`config.mk`:
```
export PLATFORM = sky130hd
export DESIGN_NAME = md_hazard_ctrl
export DESIGN_NICKNAME = d
export VERILOG_FILES = /design/src/rtl/md_hazard_ctrl.sv
export SDC_FILE = /design/constraint.sdc
export NUM_CORES = 1
export LEC_CHECK = 0
export BUFFER_PORTS_ARGS = -buffer_cell sky130_fd_sc_hd__buf_4
export CORE_MARGIN = 8
export CORE_UTILIZATION = 35
export CTS_CLUSTER_SIZE = 28
export DETAILED_ROUTE_END_ITERATION = 10
export PLACE_DENSITY = 0.74
export SLEW_MARGIN = 0
export SYNTH_ARGS = -nofsm -noshare
export SYNTH_HDL_FRONTEND = slang
export SYNTH_SLANG_ARGS = --single-unit
```
`constraint.sdc`:
```
create_clock -name clk -period 4.75 [get_ports clk]
set_clock_uncertainty 0.15 [all_clocks]
set_input_delay 0 -clock clk [delete_from_list [all_inputs] [get_ports clk]]
set_output_delay 0 -clock clk [all_outputs]
set_load 0.01 [all_outputs]
```
`src/rtl/md_hazard_ctrl.sv`:
```
// Hazard controller for the 5-stage MIPS pipeline: data-hazard stall/flush generation
// and sequencing of the multi-cycle mult/div unit.
module md_hazard_ctrl #(
  parameter int unsigned MULT_CYC = 5,
  parameter int unsigned DIV_CYC  = 10,
  parameter int unsigned CNT_W    = 4
) (
  input  logic       clk,
  input  logic       reset_n,
  input  logic [4:0] rs_D,
  input  logic [4:0] rt_D,
  input  logic [1:0] tuse_rs_D,
  input  logic [1:0] tuse_rt_D,
  input  logic       md_use_D,
  input  logic [4:0] A3_E,
  input  logic [1:0] tnew_E,
  input  logic [4:0] A3_M,
  input  logic [1:0] tnew_M,
  input  logic       md_start_E,
  input  logic       md_div_E,
  output logic       stall_o,
  output logic       flush_E_o,
  output logic       md_busy_o,
  output logic       md_done_o
);

  typedef enum logic {StIdle, StBusy} state_e;

  // Counter holds remaining busy cycles minus one, so BUSY lasts exactly N cycles.
  localparam logic [CNT_W-1:0] MultLoad = CNT_W'(MULT_CYC - 1);
  localparam logic [CNT_W-1:0] DivLoad  = CNT_W'(DIV_CYC - 1);

  state_e           state_q, state_d;
  logic [CNT_W-1:0] cnt_q, cnt_d;
  logic             done_q, done_d;

  logic stall_rs, stall_rt, stall_md, stall_any;

  always_comb begin
    stall_rs = (rs_D != 5'd0) &&
               (((rs_D == A3_E) && (tuse_rs_D < tnew_E)) ||
                ((rs_D == A3_M) && (tuse_rs_D < tnew_M)));
    stall_rt = (rt_D != 5'd0) &&
               (((rt_D == A3_E) && (tuse_rt_D < tnew_E)) ||
                ((rt_D == A3_M) && (tuse_rt_D < tnew_M)));
    stall_md  = md_use_D && (md_busy_o || md_start_E);
    stall_any = stall_rs | stall_rt | stall_md;
    stall_o   = reset_n & stall_any;
    flush_E_o = reset_n & stall_any;
  end

  always_comb begin
    state_d = state_q;
    cnt_d   = cnt_q;
    done_d  = 1'b0;
    unique case (state_q)
      StIdle: begin
        if (md_start_E) begin
          state_d = StBusy;
          cnt_d   = md_div_E ? DivLoad : MultLoad;
        end
      end
      StBusy: begin
        // A start here is illegal and deliberately ignored.
        if (cnt_q != '0) begin
          cnt_d = cnt_q - CNT_W'(1);
        end else begin
          state_d = StIdle;
          done_d  = 1'b1;
        end
      end
      default: begin
        state_d = StIdle;
        cnt_d   = '0;
      end
    endcase
  end

  always_ff @(posedge clk) begin
    if (!reset_n) begin
      state_q <= StIdle;
      cnt_q   <= '0;
      done_q  <= 1'b0;
    end else begin
      state_q <= state_d;
      cnt_q   <= cnt_d;
      done_q  <= done_d;
    end
  end

  assign md_busy_o = (state_q == StBusy);
  assign md_done_o = done_q;

endmodule

```
---- Yosys cells after proc, flatten, opt, wreduce, memory -nomap -nowiden ----
Cells that the tools add are included.
cells by class
  mux-type cells .......................... 8
  reductions and logical operators ........ 15
  order comparisons ....................... 4
  add/sub/neg operators ................... 1
  eq/ne operators ......................... 6
  bitwise gates (word level) .............. 4
operator list
  cell                                                    count
  == test 5 bit                                           4
  two-way mux 4 bit                                       3
  nonzero test 5 bit                                      2
  < comparator 2 bit                                      4
  one-hot mux 4 bit (2 select lines)                      1
  logical AND 1 bit                                       7
  AND reduction 2 bit                                     2
  nonzero test 4 bit                                      1
  subtractor 4 x 1 -> 4 bit (second input constant)       1
  logical OR 1 bit                                        3
  two-way mux 1 bit                                       3
  inequality test 2 x 1 -> 1 bit (second input constant)  1
  inequality test 2 bit (second input constant)           1
  bitwise OR 1 bit                                        2
  one-hot mux 1 bit (2 select lines)                      1
  AND 1 bit                                               1
  NOT 1 bit                                               1
word-level totals
  word-level logic and storage cells ...... 41
  output and inout bits ................... 4
  flip-flop bits (word level) ............. 6

---- Longest topological paths before layout ----
  depth in word-level cells ............... 7
  mapped depth ............................ 7
  gate-level depth less buffers ........... 7

---- Least setup slack after synthesis ----
OpenSTA, ideal clock, no wires.
  kind .................................... reg2reg
  from .................................... register state_q (netlist: md_busy_o)
  to ...................................... register cnt_q[0]
  period minus slack after synthesis ...... 1535 ps
  buffers on the path ..................... 1
  cell stages (with the launch flop) ...... 6
  arrival ................................. 1263 ps
  path slack .............................. 3215 ps
  setup time .............................. 122 ps
  path through ............................ dfxtp_1 > buf_2 > nand2_1 > nor3_1 > o21ai_0 > o311a_1
between the ends
  cells in the longest elaborated chain, start to end .. 3
  elaborated cells between the ends (all ways) .. 5
  classes of those cells .................. eq/ne: 2; mux: 1; bitwise: 1; reduce/logical: 1
RTL lines
  element                                 RTL line  source
  from (decl)                             33        state_e state_q, state_d;
  from (signal assigned)                  81        state_q <= StIdle;
  from (signal assigned)                  85        state_q <= state_d;
  NOT 1 bit                               --
  inequality test 2 bit (no source line)  --
  AND reduction 2 bit (no source line)    --
  to (signal assigned)                    86        cnt_q <= cnt_d;
  to (decl)                               34        logic [CNT_W-1:0] cnt_q, cnt_d;
Parallel ways exist; a longest one is shown, timed or not.
A chain may end at the register's enable or synchronous reset.

---- Worst setup path after layout ----
Ends and elaborated chain as after synthesis.

==> flow_metrics.tcl <==
set metrics [dict create \
    synth_commonest_cells "10 x xnor2_1, 10 x xor2_1, 7 x a21oi_1, 7 x inv_1" \
    worstPathMaxFanout 11 \
    cellPowerDensity_nw_per_um2 189 \
    first_global_vias 829 \
    htree_num_levels 1 \
    grt_setup_unrepaired "false" \
    synth.cell_area_um2 683 \
    max_cap_viol_count 0 \
    pre_cts_slack_ns 2.96 \
    layout_min_cycle_time_ns 1.77 \
    critical_path_arrival_ns 1.74 \
    crit_start "md_busy_o" \
    critPathRequiredTime_ns 4.72 \
    routed_wirelength_um 1950 \
    floorplan.die.height_um 60.2 \
    postCtsHoldBufs 2 \
    row_count 16 \
    layout.nets 165 \
    clk-insertion-delay-late_ns 0.24 \
    critPathLaunchType "register" \
    synth_cells 86 \
    syn_area_per_cell_um2 7.94 \
    ys_ff_latch 6 \
    detail_route.vias_per_cell 4.89 \
    worst-r2r-cell-count 4 \
    global_route.usage.total_pct 11.8 \
    internal_power_mw 0.131 \
    hold_start "md_start_E" \
    cts_tree "yes" \
    io_buffer_count 36 \
    worstMarginPinSlew_ns 0.656 \
    cts.path.max_buffers 2 \
    place_area_um2 975 \
    critPathCaptureType "register" \
    floorplan.initialDensity_pct 35.9 \
    grt_remaining_overflow 0 \
    core_um2 1900 \
    power.total_mw 0.193 \
    number_of_endpoints_failing_setup_at_the_final_stage 0 \
    ir_drop_mv 0.0969 \
    final.setup.tns_ns 0 \
    p_leak_nw 0.455 \
    seq_area_frac_synth_pct 17.6 \
    place_inst 147 \
    synth.net_count 124 \
    finalInstanceArea_um2 1020 \
    ys_async_sr_fraction_pct 0 \
    num_vias 743 \
    run_status "completed" \
    cts-resized-gates 0 \
    power.share.switching_pct 31.8 \
    synthDominantAreaCellType "dfxtp_1" \
    io_pins 37 \
    synth_flop_cell "dfxtp_1" \
    min_period_over_period_pct 37.2 \
    ctsRootBufferMaster "clkbuf_4" \
    regToRegStartpoint "md_busy_o" \
    synth.distinct_cells 29 \
    fmax_mhz 566 \
    detail-route-antenna-nets 0 \
    clk_slew_on_worst_s_h_paths_ns 0.04 \
    grt_max_degree 12 \
    cts_buffers 3 \
    gp_congestion 0.862 \
    synth.area.top_cells "dfxtp_1 18%, xnor2_1 13%, xor2_1 13%" \
    number_of_remaining_drc_errors 0 \
    dr_pass1_iterations 4 \
    worstHoldPathCells 3 \
    postLayoutSetupSlackWorst_ns 2.98 \
    antenna_violations_before_repair 0 \
    final-instance-count-excl-fill 152 \
    setup.worst_path.class "register to register" \
    die_area_um2 3620 \
    synth_top_cell_area_share_pct 17.6 \
    areaGrowthSynthToFinish_pct 48.9 \
    yosys_warnings 0 \
    antenna_cells_inserted 0 \
    grt_pass1_wl_um 3310 \
    clkSinkCount 6 \
    combPwrFrac_pct 43.8 \
    die_width_um 60.2 \
    post-cts-setup-buffers 0 \
    drive_above_1_share_pct 32.0 \
    final_max_tran_viols 0 \
    hold_viol_final 0 \
    routed_wire_length_per_instance_um 12.8 \
    synth_enable_flop_cells 0 \
    timing.hold.worst.class "input port to register" \
    clock_network_fraction_of_total_power_pct 24.1 \
    switching_component_of_the_power_mw 0.0613 \
    timing.max_slew.rel_slack_pct 56.0 \
    detailed_place_hpwl_um 1710 \
    power.sequential.fraction_pct 32.1 \
    drt_iter0_drc 19 \
]
[per-stage QoR]
step / hold slack, ns / utilization, %
finish: 0.0271 / 53.5
detailed placement: 0.136 / 51.2
global route: 0.0471 / 53.5
global placement: 0.138 / 51.2
CTS: 0.0218 / 53.5
floorplan: -0.0283 / -
[cells in the final DEF, fill, tap and decap left out, types with 2 or more instances in the layout]
cell type,netlist,layout
inv_1,7,7
nand4_1,3,3
nand3b_1,2,2
or4_1,2,2
nor3_1,2,2
xor2_1,10,10
a21oi_1,7,7
clkbuf_4,0,3
ha_1,5,5
xnor2_1,10,10
nand2b_1,2,2
dlygate4sd3_1,0,2
nor2_1,3,3
nor4_1,2,2
o21ai_0,6,6
dfxtp_1,6,6
nor3b_1,2,2
nand2_1,2,2
nor2b_1,2,2
a2111oi_0,2,2
buf_4,1,36
[critical path, cell delays in order (launching register included)]
cell	delay [ns]
dfxtp_1	0.52
nand2_1	0.11
nor3_1	0.53
o21ai_0	0.19
o311a_1	0.15
[kinds of logic (layout without fill, tap and decap cells)]
group,count (synthesis),after routing,share of synthesized area [%]
AOI/OAI and AO/OA,19,19,16.5
xor gates and xnor gates,20,20,25.6
adders and majority gates,5,5,9.16
buffers and inverters,9,48,5.68
DFF,6,6,17.6
muxes,1,1,1.47
and+or+nand+nor,26,26,24.0
[routing by layer]
| metal | up-vias | share of wire (%) | GRT usage [%] |
|---|---|---|---|
| met5 | - | 0 | 0 |
| met4 | 0 | 0.62 | 4.76 |
| met3 | 2 | 8.4 | 4.30 |
| met2 | 37 | 48 | 21.0 |
| met1 | 321 | 43 | 11.9 |
| li1 | 383 | - | - |
[power by group through the flow]
stage | sequential, mW | clock (mW) | combinational [mW]
finish | 0.0619 | 0.0464 | 0.0843
detailed placement | 0.0628 | 0 | 0.0838
global route | 0.0629 | 0.0516 | 0.0941
global placement | 0.0627 | 0 | 0.0805
CTS | 0.0620 | 0.0483 | 0.0851
floorplan | 0.0608 | 0 | 0.0445
[state kept, by name (all words and copies together) (netlist names)]
name       count
cnt_q          4
md_busy_o      1
md_done_o      1
[final cells by class]
class | instances | area, µm²
fillers | 181 | 885
multi-input cells | 71 | 524
flip-flops and latches | 6 | 120
inverters | 7 | 26.3
repair buffers | 38 | 290
well taps | 27 | 33.8
clock buffers | 3 | 22.5
[worst paths after layout]
check,to,slack [ns]
setup / recovery,cnt_q[0],2.98
hold / removal,md_busy_o,0.03
setup reg to reg,cnt_q[0],2.98
hold reg to reg,cnt_q[1],0.34
Note: power is estimated with default switching activity, not from simulation.
